$ cat config.mk
export PLATFORM = sky130hd
export DESIGN_NAME = reconstruct_l5
export DESIGN_NICKNAME = d
export VERILOG_FILES = /design/src/rtl/wavelet_pkg.sv /design/src/rtl/recon_mac8.sv /design/src/rtl/reconstruct_l5.sv
export SDC_FILE = /design/constraint.sdc
export NUM_CORES = 1
export LEC_CHECK = 0
export BUFFER_PORTS_ARGS = -buffer_cell sky130_fd_sc_hd__buf_4
export CAP_MARGIN = 20
export CORE_MARGIN = 4
export CORE_UTILIZATION = 25
export CTS_CLUSTER_DIAMETER = 200
export CTS_CLUSTER_SIZE = 12
export DETAILED_ROUTE_END_ITERATION = 8
export GPL_TIMING_DRIVEN = 0
export PLACE_DENSITY = 0.85
export SYNTH_ARGS = -nofsm -noshare
export SYNTH_HDL_FRONTEND = slang
export SYNTH_SLANG_ARGS = --single-unit
$ cat constraint.sdc
create_clock -name clk -period 1.6 [get_ports clk]
set_input_delay 0 -clock clk [delete_from_list [all_inputs] [get_ports clk]]
set_output_delay 0 -clock clk [all_outputs]
set_load 0.1 [all_outputs]
$ cat src/rtl/wavelet_pkg.sv
// Shared constants for the wavelet reconstruction chain: default widths,
// sym4 synthesis taps (Q2.23) and the synthesis-stage FSM encoding.
package wavelet_pkg;

  localparam int DEF_INTERNAL_WIDTH = 48;
  localparam int DEF_COEF_WIDTH     = 25;
  localparam int DEF_COEF_FRAC      = 23;

  localparam int N_TAPS = 8;
  localparam int N_HIST = 4;

  typedef enum logic [1:0] {
    ST_IDLE = 2'd0,
    ST_EVEN = 2'd1,
    ST_ODD  = 2'd2
  } recon_state_e;

  localparam logic signed [DEF_COEF_WIDTH-1:0] SYM4_REC_G [N_TAPS] = '{
    25'sd270307,  -25'sd105730, -25'sd832314, 25'sd2498612,
    25'sd6742249, 25'sd4174328, -25'sd248601, -25'sd635569
  };

  localparam logic signed [DEF_COEF_WIDTH-1:0] SYM4_REC_H [N_TAPS] = '{
    -25'sd635569, 25'sd248601,  25'sd4174328, -25'sd6742249,
    25'sd2498612, 25'sd832314,  -25'sd105730, -25'sd270307
  };

endpackage

$ cat src/rtl/recon_mac8.sv
// recon_mac8: eight signed full-precision multipliers followed by a 3-level
// adder tree; products registered in p0, the sum registered in p1.
module recon_mac8
  import wavelet_pkg::*;
#(
  parameter int DATA_W = DEF_INTERNAL_WIDTH,
  parameter int COEF_W = DEF_COEF_WIDTH
) (
  input  logic                             clk,
  input  logic signed [DATA_W-1:0]         x [N_TAPS],
  input  logic signed [COEF_W-1:0]         c [N_TAPS],
  output logic signed [DATA_W+COEF_W+2:0]  sum_p1
);

  localparam int PROD_W = DATA_W + COEF_W;
  localparam int SUM_W  = PROD_W + 3;

  logic signed [PROD_W-1:0] prod_p0 [N_TAPS];
  logic signed [SUM_W-1:0]  lvl1 [N_TAPS/2];
  logic signed [SUM_W-1:0]  lvl2 [N_TAPS/4];
  logic signed [SUM_W-1:0]  sum_c;

  // Stage p0: one product per tap, both operands sign-extended to full width
  always_ff @(posedge clk) begin
    for (int i = 0; i < N_TAPS; i++) begin
      prod_p0[i] <= PROD_W'(x[i]) * PROD_W'(c[i]);
    end
  end

  always_comb begin
    for (int i = 0; i < N_TAPS/2; i++) begin
      lvl1[i] = SUM_W'(prod_p0[2*i]) + SUM_W'(prod_p0[2*i+1]);
    end
    for (int i = 0; i < N_TAPS/4; i++) begin
      lvl2[i] = lvl1[2*i] + lvl1[2*i+1];
    end
    sum_c = lvl2[0] + lvl2[1];
  end

  // Stage p1: three guard bits keep the 8-term sum exact
  always_ff @(posedge clk) begin
    sum_p1 <= sum_c;
  end

endmodule

$ cat src/rtl/reconstruct_l5.sv
// reconstruct_l5: L5 wavelet synthesis, polyphase 8-tap G/H on a 2-phase
// time-shared MAC. Optional macro RECON_WARMUP_EN hides the first 3 pairs.
module reconstruct_l5
  import wavelet_pkg::*;
#(
  parameter int INTERNAL_WIDTH = DEF_INTERNAL_WIDTH,
  parameter int COEF_WIDTH     = DEF_COEF_WIDTH,
  parameter int COEF_FRAC      = DEF_COEF_FRAC,
  parameter logic signed [COEF_WIDTH-1:0] REC_G0 = '0,
  parameter logic signed [COEF_WIDTH-1:0] REC_G1 = '0,
  parameter logic signed [COEF_WIDTH-1:0] REC_G2 = '0,
  parameter logic signed [COEF_WIDTH-1:0] REC_G3 = '0,
  parameter logic signed [COEF_WIDTH-1:0] REC_G4 = '0,
  parameter logic signed [COEF_WIDTH-1:0] REC_G5 = '0,
  parameter logic signed [COEF_WIDTH-1:0] REC_G6 = '0,
  parameter logic signed [COEF_WIDTH-1:0] REC_G7 = '0,
  parameter logic signed [COEF_WIDTH-1:0] REC_H0 = '0,
  parameter logic signed [COEF_WIDTH-1:0] REC_H1 = '0,
  parameter logic signed [COEF_WIDTH-1:0] REC_H2 = '0,
  parameter logic signed [COEF_WIDTH-1:0] REC_H3 = '0,
  parameter logic signed [COEF_WIDTH-1:0] REC_H4 = '0,
  parameter logic signed [COEF_WIDTH-1:0] REC_H5 = '0,
  parameter logic signed [COEF_WIDTH-1:0] REC_H6 = '0,
  parameter logic signed [COEF_WIDTH-1:0] REC_H7 = '0
) (
  input  logic                             clk,
  input  logic                             rst,
  input  logic                             din_valid,
  output logic                             din_ready,
  input  logic signed [INTERNAL_WIDTH-1:0] a5_in,
  input  logic signed [INTERNAL_WIDTH-1:0] d5_in,
  output logic                             dout_valid,
  output logic signed [INTERNAL_WIDTH-1:0] a4_out,
  output logic                             ovf_err
);

  localparam int PROD_W = INTERNAL_WIDTH + COEF_WIDTH;
  localparam int SUM_W  = PROD_W + 3;

  localparam logic signed [COEF_WIDTH-1:0] G_TAP [N_TAPS] = '{
    REC_G0, REC_G1, REC_G2, REC_G3, REC_G4, REC_G5, REC_G6, REC_G7
  };
  localparam logic signed [COEF_WIDTH-1:0] H_TAP [N_TAPS] = '{
    REC_H0, REC_H1, REC_H2, REC_H3, REC_H4, REC_H5, REC_H6, REC_H7
  };

  recon_state_e                     state;
  logic                             accept;
  logic                             launch;
  logic                             launch_ok;
  logic                             vld_p0;
  logic                             vld_p1;
  logic signed [INTERNAL_WIDTH-1:0] a_hist [N_HIST];
  logic signed [INTERNAL_WIDTH-1:0] d_hist [N_HIST];
  logic signed [INTERNAL_WIDTH-1:0] mac_x  [N_TAPS];
  logic signed [COEF_WIDTH-1:0]     mac_c  [N_TAPS];
  logic signed [SUM_W-1:0]          sum_p1;

  // Arithmetic shift is a floor divide; the narrowing cast lets overflow wrap.
  function automatic logic signed [INTERNAL_WIDTH-1:0] trunc_floor(
    input logic signed [SUM_W-1:0] s
  );
    return INTERNAL_WIDTH'(s >>> COEF_FRAC);
  endfunction

  assign accept = din_valid && din_ready;

  always_ff @(posedge clk) begin
    if (rst) begin
      state     <= ST_IDLE;
      din_ready <= 1'b1;
      ovf_err   <= 1'b0;
    end else begin
      if (din_valid && !din_ready) begin
        ovf_err <= 1'b1;
      end
      case (state)
        ST_IDLE: begin
          if (accept) begin
            state     <= ST_EVEN;
            din_ready <= 1'b0;
          end
        end
        ST_EVEN: begin
          state     <= ST_ODD;
          din_ready <= 1'b1;
        end
        ST_ODD: begin
          if (accept) begin
            state     <= ST_EVEN;
            din_ready <= 1'b0;
          end else begin
            state     <= ST_IDLE;
            din_ready <= 1'b1;
          end
        end
        default: begin
          state     <= ST_IDLE;
          din_ready <= 1'b1;
        end
      endcase
    end
  end

  // An accept in ODD shifts history on the same edge the odd products are
  // captured, so the odd phase still multiplies the previous pair's history.
  always_ff @(posedge clk) begin
    if (rst) begin
      for (int k = 0; k < N_HIST; k++) begin
        a_hist[k] <= '0;
        d_hist[k] <= '0;
      end
    end else if (accept) begin
      a_hist[0] <= a5_in;
      d_hist[0] <= d5_in;
      for (int k = 1; k < N_HIST; k++) begin
        a_hist[k] <= a_hist[k-1];
        d_hist[k] <= d_hist[k-1];
      end
    end
  end

  always_comb begin
    for (int k = 0; k < N_HIST; k++) begin
      mac_x[k]        = a_hist[k];
      mac_x[N_HIST+k] = d_hist[k];
      mac_c[k]        = (state == ST_ODD) ? G_TAP[2*k+1] : G_TAP[2*k];
      mac_c[N_HIST+k] = (state == ST_ODD) ? H_TAP[2*k+1] : H_TAP[2*k];
    end
  end

`ifdef RECON_WARMUP_EN
  logic [1:0] warm_cnt;
  logic       pair_warm;

  // pair_warm is latched per pair, so both phases of a pair agree.
  always_ff @(posedge clk) begin
    if (rst) begin
      warm_cnt  <= '0;
      pair_warm <= 1'b0;
    end else if (accept) begin
      pair_warm <= (warm_cnt == 2'd3);
      if (warm_cnt != 2'd3) begin
        warm_cnt <= warm_cnt + 2'd1;
      end
    end
  end

  assign launch_ok = pair_warm;
`else
  assign launch_ok = 1'b1;
`endif

  assign launch = ((state == ST_EVEN) || (state == ST_ODD)) && launch_ok;

  recon_mac8 #(
    .DATA_W (INTERNAL_WIDTH),
    .COEF_W (COEF_WIDTH)
  ) u_mac (
    .clk    (clk),
    .x      (mac_x),
    .c      (mac_c),
    .sum_p1 (sum_p1)
  );

  // Stage p0/p1 valids track the products and sum inside u_mac
  always_ff @(posedge clk) begin
    if (rst) begin
      vld_p0     <= 1'b0;
      vld_p1     <= 1'b0;
      dout_valid <= 1'b0;
    end else begin
      vld_p0     <= launch;
      vld_p1     <= vld_p0;
      dout_valid <= vld_p1;
    end
  end

  // Stage p2: output register
  always_ff @(posedge clk) begin
    if (rst) begin
      a4_out <= '0;
    end else if (vld_p1) begin
      a4_out <= trunc_floor(sum_p1);
    end
  end

endmodule

==> Yosys cells after proc, flatten, opt, wreduce, memory -nomap -nowiden <==
Index checks and enable logic that the tools add are counted.
{ "totals": {"ff_bits": 126, "input_bits": 99, "output_inout_bits": 51, "wordCells": 29} }
{ "classes": {"n_addsub": 7, "n_eq_ne": 3, "mux": 6, "n_reduce_logical": 5} }
{ "op_table": {"columns": ["operator", "n"], "rows": [
  ["$add A71 B71 Y71 const AB", 4],
  ["$add A71 B71 Y71", 3],
  ["$pmux W2 S3", 1],
  ["$mux W1", 3],
  ["$eq A2 B1 Y1 const B", 1],
  ["$eq A2 B2 Y1 const B", 1],
  ["$logic_and A1 B1 Y1", 2],
  ["$logic_not A2 Y1", 1],
  ["$mux W2", 1],
  ["$ne A2 B2 Y1 const B", 1],
  ["$pmux W1 S2", 1],
  ["$logic_not A1 Y1", 1],
  ["$logic_or A1 B1 Y1", 1]
]} }

==> Logic depth before layout (Yosys ltp) <==
Gate-level depths: netlist of the first run.
{ "depth": {"word_depth": 3, "ltp_mapped": 4, "mapped_depth_nobuf": 4} }

==> Cells and area by module <==
From an unflattened synthesis of the first run, not the netlist that was laid out.
{ "hier_totals": {"hier_cells": 39410, "area_unflattened_um2": 367779.0} }
{ "modules_own_cells": {"columns": ["module", "n_inst", "cells_per_inst", "area_per_inst_um2", "seq_area_each_um2"], "rows": [
  ["recon_mac8", 1, 38411, 351289.4, 13212.7],
  ["reconstruct_l5", 1, 999, 16489.6, 12632.1]
]} }

==> Least setup slack after synthesis of the first run <==
OpenSTA, ideal clock, no wires.
{ "synth_path": {"path_type": "register to register", "startpoint": "register din_ready", "endpoint": "register din_ready", "arrival_time_ns": 1.370, "t_required_ns": 1.480, "path_slack_ns": 0.110, "stages_incl_launch_ff": 3, "path_buffers": 0, "synth_period_minus_slack_ns": 1.490, "path_cell_list": "dfxtp_1 > a21oi_1 > a211o_1"} }
{ "synth_between": {"elab_chain_cells": 3, "elab_cells_between_ends": 4, "classes_between": "1 x eq/ne; 2 x mux; 1 x reduce/logical"} }
{ "synth_lines": {"columns": ["element", "line", "source"], "rows": [
  ["start: declaration", "reconstruct_l5.sv:29", "output logic din_ready,"],
  ["start signal: assignment", "reconstruct_l5.sv:71", "din_ready <= 1'b1;"],
  ["start signal: assignment", "reconstruct_l5.sv:81", "din_ready <= 1'b0;"],
  ["start signal: assignment", "reconstruct_l5.sv:86", "din_ready <= 1'b1;"],
  ["$logic_and A1 B1 Y1 (*)", "reconstruct_l5.sv:66", "assign accept = din_valid && din_ready;"],
  ["$mux W1", "reconstruct_l5.sv:89", "if (accept) begin"],
  ["$pmux W1 S2", "reconstruct_l5.sv:77", "case (state)"]
]} }
Mark *: on every way between the ends. The rest lies on a longest branch, timed or not.
A chain may end at the register's enable or synchronous reset.

==> Worst setup path after layout of the first run <==
{ "layout_path": {"startpoint": "register state[0]", "endpoint": "register state[1]"} }
{ "layout_between": {"elab_chain_cells": 2, "elab_cells_between_ends": 5, "classes_between": "3 x eq/ne; 1 x mux; 1 x reduce/logical"} }
{ "layout_lines": {"columns": ["element", "line", "source"], "rows": [
  ["start: declaration", "reconstruct_l5.sv:47", "recon_state_e state;"],
  ["start signal: assignment", "reconstruct_l5.sv:70", "state <= ST_IDLE;"],
  ["start signal: assignment", "reconstruct_l5.sv:80", "state <= ST_EVEN;"],
  ["start signal: assignment", "reconstruct_l5.sv:85", "state <= ST_ODD;"],
  ["$eq A2 B2 Y1 (tied with other cells)", "reconstruct_l5.sv:77", null],
  ["$pmux W2 S3 or $ne A2 B2 Y1 (tied branches)", null, null]
]} }
Several ways; a longest one is shown, not always the timed one.

==> summary.md, run 1 <==
| Metric | Value |
|---|---|
| Die width | `60.1 µm` |
| Warnings, synthesis | `0` |
| Final setup vio count | `0` |
| Diode count | `0` |
| Peak VDD IR | `700 µV` |
| Fin nets | `240` |
| Setup TNS | `0 ns` |
| Boundary Pins | `150` |
| Post-synth top cells | `48 x buf_4, 7 x dfxtp_1, 4 x ha_1, 4 x inv_1, 3 x nand2b_1` |
| CTS Buf Count | `3` |
| 1st-iter DRT viols | `7` |
| Synthesized flop and latch total | `7` |
| Clock power frac | `0.156` |
| Seq/Total Area, Yosys | `0.206` |
| Avg WL per Cell | `6.23 µm` |
| Final Hold Vio Count | `0` |
| Row cnt | `18` |
| Clock Path Buffers | `2` |
| Count leader, synth | `buf_4` |
| Slowest-stage cell, CP | `dfxtp_1` |
| Synth Instances | `79` |
| H-Tree Depth | `1` |
| Mean Syn Cell Area | `8.60 µm²` |
| Worst path required time | `1.75 ns` |
| Vias/cell | `2.83` |
| Crit path buffers/inverters | `1` |
| Fraction of layout cells with a size suffix above 1 | `0.419` |
| Residual DRC | `0` |
| First-pass GRT wire length | `1480 µm` |
| Final instance area | `967 µm²` |
| MaxCap Viol Count | `0` |
| Post-synth EDFFs | `0` |
| Unique masters post-synth | `15` |
| Worst Hold Class | `primary input to flip-flop` |
| Power Internal | `0.410 mW` |
| NetSw | `0.667 mW` |
| Largest stage delay, worst path | `0.38 ns` |
| Final Max Slew Viols | `0` |
| Switch share | `0.619` |
| Dpl cell area | `931 µm²` |
| FMAX | `0.920 GHz` |
| Crit. End Element | `flip-flop` |
| Global-route usage over all layers | `0.0568` |
| Largest cells by area after synthesis | `buf_4 53%, dfxtp_1 21%, ha_1 7.4%` |
| Comb pwr share | `0.653` |
| Post-route ant nets | `0` |
| Die height | `60.1 µm` |
| Clock Latency Late Sink | `0.26 ns` |
| CORE AREA | `2540 µm²` |
| Reg power frac | `0.192` |
| CP startpoint kind | `flip-flop` |
| Initial core utilization | `0.267` |
| I/O Buffers | `5` |
| P&R area growth vs syn | `42.4%` |
| Yosys top cell area share | `0.530` |
| Primary FF master, synth | `dfxtp_1` |
| Via count | `469` |
| Post-DP HPWL | `929 µm` |
| DRT Wirelength | `1040 µm` |
| Initial antenna violation count | `0` |
| Critical-path cell list | `inv_1, ha_1, a21boi_2, mux2i_1` |
| CP Max Fanout | `4` |
| CP arrival | `1.23 ns` |
| Gpl congestion | `0.626` |
| Fin crit share | `0.680` |
| Final Skew | `0.00207 ns` |
| Largest net degree at the start of global routing | `10` |
| Clock Tree Root | `clkbuf_4` |
| Synth area leader | `buf_4` |
| P_leak | `0.605 nW` |
| Pre-Repair DR Iteration Count | `3` |
| Reg-to-reg slack, setup | `0.51 ns` |
| CTS tree | `yes` |
| Die footprint | `3620 µm²` |
| Setup CP Type | `flip-flop to flip-flop` |
| Gr ovfl total | `0` |
| Post_cts resized | `0` |
| Delay-heaviest family, CP | `flip-flops` |
| Status | `completed` |
| Ys async rst share | `0` |
| CTS sink cnt | `7` |
| Unrepaired setup endpoints after global routing | `false` |
| CTS clk-pin slew, worst paths | `0.06 ns` |
| Syn Std Cell Area | `679 µm²` |
| Power density over the cells | `1110 nW/µm²` |
| Number of global-route vias before repair | `369` |
| Min Tclk post-route | `1.09 ns` |
registers in the layout (all words and copies together) (netlist names):
| signal | count |
|---|---|
| ovf_err | 1 |
| dout_valid | 1 |
| din_ready | 1 |
| vld_p0 | 1 |
| state | 2 |
| vld_p1 | 1 |
per-stage QoR:
stage | utilization | instances | worst slack (ns) | power (mW) | hold WS [ns]
6_report | 0.380 | 166 | 0.513 | 1.08 | 0.0386
3_5_place_dp | 0.366 | 161 | 0.505 | 0.907 | 0.233
2_1_floorplan | - | 126 | 0.110 | 0.879 | 0.0691
5_1_grt | 0.380 | 166 | 0.409 | 1.12 | 0.0377
4_1_cts | 0.380 | 166 | 0.493 | 1.08 | 0.0361
3_3_place_gp | 0.366 | 161 | 0.539 | 0.904 | 0.228
power groups by stage:
stage,clock network (mW),registers [mW],logic [mW]
floorplan,0,0.254,0.625
global placement,0,0.210,0.695
detailed placement,0,0.211,0.696
CTS,0.176,0.207,0.699
global route,0.187,0.209,0.729
finish,0.168,0.206,0.703
cell type report:
cell class,instances,area (µm²)
buffer,48,360
tap,30,37.5
timing repair buffer,6,47.5
inverter,4,15.0
fill,265,1580
multi-input combinational,67,340
clock buffer,4,26.3
sequential,7,140
repair_timing:
item,CTS,global route
setup buffers,0,0
endpoints found under the setup margin,0,0
hold endpoints to repair,3,0
hold buffers,1,0
layer usage:
metal / wire length (µm) / GRT usage / up-vias
met5: 0 / 0 / -
met4: 20 / 0.0285 / 0
met3: 164 / 0.0410 / 4
met2: 544 / 0.0941 / 29
met1: 305 / 0.0512 / 175
li1: - / - / 261
worst min-delay path: cells and delay by family:
family	cells	cell delay, ns
buf+inv	1	0.13
compound gates	1	0.06
simple gates	1	0.06
cell usage in the layout, fill, tap and decap left out, drive strengths merged:
cell / n
and2b: 2
nor2: 1
inv: 4
ha: 4
a21boi: 1
clkbuf: 4
dlygate4sd3: 1
mux2i: 1
nor2b: 2
a21oi: 2
dfxtp: 7
o2bb2ai: 1
conb: 48
buf: 53
a211o: 1
nand4bb: 1
nand2b: 3
worst paths after layout:
| path | end | start | cells past startpoint |
|---|---|---|---|
| worst min-delay path | ovf_err | din_valid | 3 |
| worst max-delay path | state[1] | state[0] | 4 |
| worst max register to register | state[1] | state[0] | 4 |
| worst min register to register | vld_p1 | vld_p0 | 1 |
logic make-up after synthesis:
kind of cell,Yosys count,synth area share
buffers and inverters,52,0.552
AND/OR/NAND/NOR,9,0.0902
flip-flops,7,0.206
AO/OA/AOI/OAI,5,0.0571
adder cells (fa/ha/maj),4,0.0737
multiplexers,1,0.0147
other,1,0.00552
(Power assumes the default switching activity.)
==> inputs of run 2 (changes only) <==
- ABC_AREA: not set -> 1
- CORE_UTILIZATION: 25 -> 23
- PLACE_DENSITY: 0.85 -> 0.81
- clock period: 1.6 -> 1.03 ns (I/O delays scaled with it)
==> run 2 against run 1 <==
Against the previous run:
- synthesized area shrank 2.2%
- critical path type unchanged
- count of clock-buffer cells in the layout unchanged
- fmax is 10% higher
- highest routed layer unchanged
- register-to-register slack got worse by 0.47 ns
- flip-flop and latch count is the same
- largest cell class unchanged
- total power increased by 70%
- sequential share of layout area is 0.90 points higher
- wire length fell by 4.5%
- via count is 1.1% higher
- sequential power rose by 76%
==> summary.md, run 2 <==
| Metric | Value |
|---|---|
| Global-route usage over all layers | `0.0530` |
| Post-synth top cells | `48 x buf_4, 8 x inv_1, 7 x dfxtp_1, 7 x nor2_1` |
| Hold depth | `2` |
| Clock Latency Late Sink | `0.25 ns` |
| CTS clk-pin slew, worst paths | `0.05 ns` |
| CTS tree | `yes` |
| Final Skew | `0.000196 ns` |
| 1st-iter DRT viols | `5` |
| Clock Tree Root | `clkbuf_4` |
| Post-DP HPWL | `899 µm` |
| Setup CP Type | `flip-flop to flip-flop` |
| CORE AREA | `2760 µm²` |
| Post-CTS setup buffers | `0` |
| FMAX | `1.01 GHz` |
| Largest net degree at the start of global routing | `7` |
| Avg WL per Cell | `5.65 µm` |
| CP arrival | `1.13 ns` |
| Initial antenna violation count | `0` |
| CTS Buf Count | `3` |
| Fill cell count | `298` |
| Power density over the cells | `1880 nW/µm²` |
| Residual DRC | `0` |
| Largest register FFs | `2` |
| Comb pwr share | `0.665` |
| Seq/Total Area, Yosys | `0.211` |
| Diode count | `0` |
| Mean Syn Cell Area | `7.73 µm²` |
| CTS sink cnt | `7` |
| Fin nets | `248` |
| Gr ovfl total | `0` |
| Die width | `61.7 µm` |
| Post-synth EDFFs | `0` |
| Peak VDD IR | `1120 µV` |
| Final instance area | `976 µm²` |
| Worst path required time | `1.17 ns` |
| Synth Instances | `86` |
| H-Tree Depth | `1` |
| Number of global-route vias before repair | `345` |
| Largest cells by area after synthesis | `buf_4 54%, dfxtp_1 21%, ha_1 7.5%` |
| Unrepaired setup endpoints after global routing | `true` |
| Via count | `474` |
| Largest reg by FF count | `state` |
| Initial core utilization | `0.241` |
| First-pass GRT wire length | `1460 µm` |
| Synth area leader | `buf_4` |
| NetSw | `1.13 mW` |
| Most common cell after layout, fill and taps aside | `buf_4` |
| Switch share | `0.619` |
| P&R area growth vs syn | `46.9%` |
| Count leader, synth | `buf_4` |
| Final Max Slew Viols | `0` |
| Post-route ant nets | `0` |
| Boundary Pins | `150` |
| Final Hold Vio Count | `0` |
| Clock Path Buffers | `2` |
| Most frequent cells in the layout | `53 x buf_4, 48 x conb_1, 8 x inv_1, 7 x nor2_1, 4 x nand2_1` |
| Vias/cell | `2.71` |
| Power Internal | `0.699 mW` |
| Status | `completed` |
| Die footprint | `3810 µm²` |
| I/O Buffers | `5` |
| Depth of the worst register-to-register path | `5` |
| Die height | `61.7 µm` |
| Total power | `1.83 mW` |
| Worst Hold Class | `flip-flop to flip-flop` |
| Syn Std Cell Area | `664 µm²` |
| CP startpoint kind | `flip-flop` |
| Fin crit share | `0.960` |
| Reg power frac | `0.198` |
| Yosys top cell area share | `0.542` |
| CP Max Fanout | `5` |
| Fraction of layout cells with a size suffix above 1 | `0.438` |
| Ys async rst share | `0` |
| Dpl cell area | `922 µm²` |
| Pre-Repair DR Iteration Count | `3` |
| MaxCap Viol Count | `0` |
| Clock power frac | `0.136` |
| Primary FF master, synth | `dfxtp_1` |
| Min Tclk post-route | `0.988 ns` |
| Row cnt | `19` |
| Gpl congestion | `0.713` |
| DRT Wirelength | `988 µm` |
| Final setup vio count | `0` |
| Crit. End Element | `flip-flop` |
| Synthesized flop and latch total | `7` |
| Unique masters post-synth | `13` |
| P_leak | `0.626 nW` |
| Warnings, synthesis | `0` |
==> run 2: cell count changes in the layout (fill, tap and decap cells not counted), moves of 3 or more <==
cell	previous run	this run
nor2_1	1	7
inv_1	4	8
nand2b_1	3	0
dfxtp_1	7	3
nand2_1	0	4
==> run 2: final cells by class <==
type	instances	area (µm²)	area share
buffer	48	360	0.369
multi-input combinational	70	313	0.321
sequential	7	150	0.154
timing repair buffer	7	57.6	0.0590
tap	31	38.8	0.0397
inverter	8	30.0	0.0308
clock buffer	4	26.3	0.0269
==> run 2: worst max-delay path, stage by stage, from the launching register on <==
cell     delay [ns]
dfxtp_4        0.35
inv_1          0.08
ha_2           0.22
inv_1          0.04
o21ai_0        0.13
nand2_1        0.06
==> run 2: power by group through the flow <==
stage	combinational, mW	sequential [mW]	clock, mW
finish	1.22	0.363	0.250
global route	1.28	0.370	0.286
CTS	1.21	0.359	0.264
detailed placement	1.20	0.362	0
global placement	1.20	0.360	0
floorplan	1.03	0.466	0
==> run 2: worst paths after layout <==
check | start | endpoint | slack [ns]
worst max-delay path | state[0] | din_ready | 0.04
worst max register to register | state[0] | din_ready | 0.04
worst min-delay path | vld_p1 | dout_valid | 0.40
worst min register to register | vld_p1 | dout_valid | 0.40
==> run 2: through the flow <==
stage / cells / setup WS (ns) / hold slack (ns) / util / setup TNS [ns]
3_5_place_dp: 169 / -0.0498 / 0.217 / 0.334 / -0.0523
5_1_grt: 175 / -0.0188 / 0.417 / 0.354 / -0.0356
3_3_place_gp: 169 / -0.0318 / 0.218 / 0.334 / -0.0318
4_1_cts: 175 / 0.0164 / 0.405 / 0.353 / 0
6_report: 175 / 0.0415 / 0.402 / 0.354 / 0
2_1_floorplan: 133 / 0.0336 / 0.0650 / - / 0
==> run 2: per-layer routing <==
layer | share of wire | vias up | wire length (µm) | GRT usage
li1 | - | 275 | - | -
met1 | 0.29 | 166 | 290 | 0.0533
met2 | 0.52 | 31 | 511 | 0.0852
met3 | 0.17 | 2 | 170 | 0.0331
met4 | 0.015 | 0 | 15 | 0.0273
met5 | 0 | - | 0 | 0
==> run 2: logic make-up (layout without fill, tap and decap cells) <==
kind of cell	Yosys count	count (layout)	synth area share
buffers and inverters	56	67	0.588
other	1	48	0.00564
adders and majority gates	4	4	0.0753
AOI/OAI and AO/OA	3	3	0.0226
and+or+nand+nor	15	15	0.0979
DFF	7	7	0.211
==> run 2: repair_timing <==
action,in CTS,in global routing
resized for setup,2,2
hold buffers,2,0
pin swaps,0,0
endpoints found under the hold margin,5,0
endpoints found under the setup margin,2,3
==> inputs of run 3 (changes only) <==
- CELL_PAD_IN_SITES_DETAIL_PLACEMENT: not set -> 0
- CELL_PAD_IN_SITES_GLOBAL_PLACEMENT: not set -> 1
- CORE_UTILIZATION: 23 -> 12
- PLACE_DENSITY: 0.81 -> 0.8
- RECOVER_POWER: not set -> 25
==> run 3 against run 2 <==
Against the previous run:
- via count decreased by 1.5%
- core utilization decreased by 15 points
- flip-flop and latch count unchanged
- non-clock buffer count decreased by 1
- register-to-register slack about the same
- critical path depth increased by 1
- cell count increased by 22%
- total power increased by 8.7%
- die area increased by 78%
- critical endpoint is now state[0]
- highest routed layer unchanged
==> summary.md, run 3 (synthesis gave the netlist of run 2 again) <==
| Metric | Value |
|---|---|
| Status | `completed` |
| Avg WL per Cell | `4.56 µm` |
| Worst path required time | `1.14 ns` |
| Final setup vio count | `0` |
| Fin cells | `213` |
| NetSw | `1.15 mW` |
| P&R area growth vs syn | `57.1%` |
| Final Skew | `0.00157 ns` |
| CTS Buf Count | `3` |
| Largest net degree at the start of global routing | `7` |
| H-Tree Depth | `1` |
| FMAX | `1.02 GHz` |
| Setup CP Type | `flip-flop to flip-flop` |
| Worst Hold Class | `primary input to flip-flop` |
| Most frequent cells in the layout | `53 x buf_4, 48 x conb_1, 7 x inv_1, 6 x nor2_1, 4 x nand2_1` |
| Die width | `82.4 µm` |
| CTS tree | `yes` |
| Initial antenna violation count | `0` |
| Gpl congestion | `0.655` |
| Multi-input logic area | `325 µm²` |
| Largest reg by FF count | `state` |
| Total power | `1.99 mW` |
| Crit. End Element | `flip-flop` |
| Setup TNS | `0 ns` |
| Final Hold Vio Count | `0` |
| CP Max Fanout | `4` |
| Reg power frac | `0.182` |
| Diode count | `0` |
| CTS sink cnt | `7` |
| Final Max Slew Viols | `0` |
| Comb pwr share | `0.632` |
| Crit path buffers/inverters | `1` |
| Die footprint | `6790 µm²` |
| Fill cell count | `584` |
| Sequential cell area | `148 µm²` |
| Power Internal | `0.842 mW` |
| Global-route usage over all layers | `0.0253` |
| DRT Wirelength | `972 µm` |
| Via count | `467` |
| MaxCap Viol Count | `0` |
| Clock Tree Root | `clkbuf_8` |
| Post-DP HPWL | `876 µm` |
| 1st-iter DRT viols | `6` |
| Gr ovfl total | `0` |
| Number of global-route vias before repair | `321` |
| Fin crit share | `0.953` |
| Min Tclk post-route | `0.982 ns` |
| CTS clk-pin slew, worst paths | `0.04 ns` |
| Post-route ant nets | `0` |
| Row cnt | `26` |
| Post-CTS setup buffers | `0` |
| Delay-heaviest family, CP | `flip-flops` |
| CORE AREA | `5240 µm²` |
| Slowest-stage cell, CP | `dfxtp_2` |
| Placed insts | `208` |
| P_leak | `0.630 nW` |
| CP startpoint kind | `flip-flop` |
| Clock Latency Late Sink | `0.22 ns` |
| Initial core utilization | `0.127` |
| Die height | `82.4 µm` |
| Power density over the cells | `1910 nW/µm²` |
| Critical-path cell list | `inv_1, ha_1, nor2_2, nor2_2, nand2_1, nand2_1` |
| Vias/cell | `2.19` |
| First-pass GRT wire length | `1220 µm` |
| Clock power frac | `0.186` |
| Peak VDD IR | `624 µV` |
| I/O Buffers | `5` |
| Boundary Pins | `150` |
| Pre-Repair DR Iteration Count | `2` |
| Switch share | `0.577` |
| Fraction of layout cells with a size suffix above 1 | `0.455` |
| Fin nets | `247` |
| Largest stage delay, worst path | `0.35 ns` |
| Most common cell after layout, fill and taps aside | `buf_4` |
| Largest register FFs | `2` |
| CP arrival | `1.10 ns` |
| Clock Path Buffers | `2` |
| Residual DRC | `0` |
## run 3: tightest hold or removal path: cells and delay by family
family	cells	cell delay (ns)
AO/OA/AOI/OAI	1	0.05
buffers and inverters	1	0.09
AND/OR/NAND/NOR	1	0.07
## run 3: worst paths after layout
check | start | end | slack [ns] | depth (start not counted)
setup / recovery | state[0] | state[0] | 0.05 | 6
hold / removal | din_valid | ovf_err | 0.03 | 3
setup reg to reg | state[0] | state[0] | 0.05 | 6
hold reg to reg | vld_p1 | dout_valid | 0.40 | 2
## run 3: layer usage
| metal | global-route usage | part of all wire |
|---|---|---|
| met1 | 0.0246 | 0.37 |
| met2 | 0.0345 | 0.46 |
| met3 | 0.0174 | 0.14 |
| met4 | 0.0249 | 0.032 |
| met5 | 0 | 0 |
## run 3: what timing repair did
action,4_1_cts,5_1_grt
endpoints found under the hold margin,4,0
pin swaps,0,1
setup endpoints to repair,2,3
gates cloned,0,0
hold buffers,1,0
gates resized for setup,2,4
## run 3: through the flow
stage               setup slack, ns  area, µm²  hold WS [ns]   util
floorplan                    0.0336        846        0.0650      -
global placement            -0.0435        971         0.218  0.185
detailed placement          -0.0628        971         0.219  0.185
CTS                          0.0199       1030        0.0287  0.197
global route                -0.0153       1040        0.0485  0.199
finish                       0.0481       1040        0.0282  0.199
## run 3: final cells by class
cell class                 instances  area share
sequential                         7       0.141
inverter                           8      0.0288
timing repair buffer               6      0.0456
buffer                            48       0.345
multi-input combinational         70       0.312
tap                               70      0.0839
clock buffer                       4      0.0432
## run 3: power groups by stage
stage | registers (mW) | clock network [mW] | logic, mW
2_1_floorplan | 0.466 | 0 | 1.03
3_3_place_gp | 0.360 | 0 | 1.20
3_5_place_dp | 0.361 | 0 | 1.20
4_1_cts | 0.359 | 0.388 | 1.21
5_1_grt | 0.369 | 0.410 | 1.32
6_report | 0.362 | 0.371 | 1.26
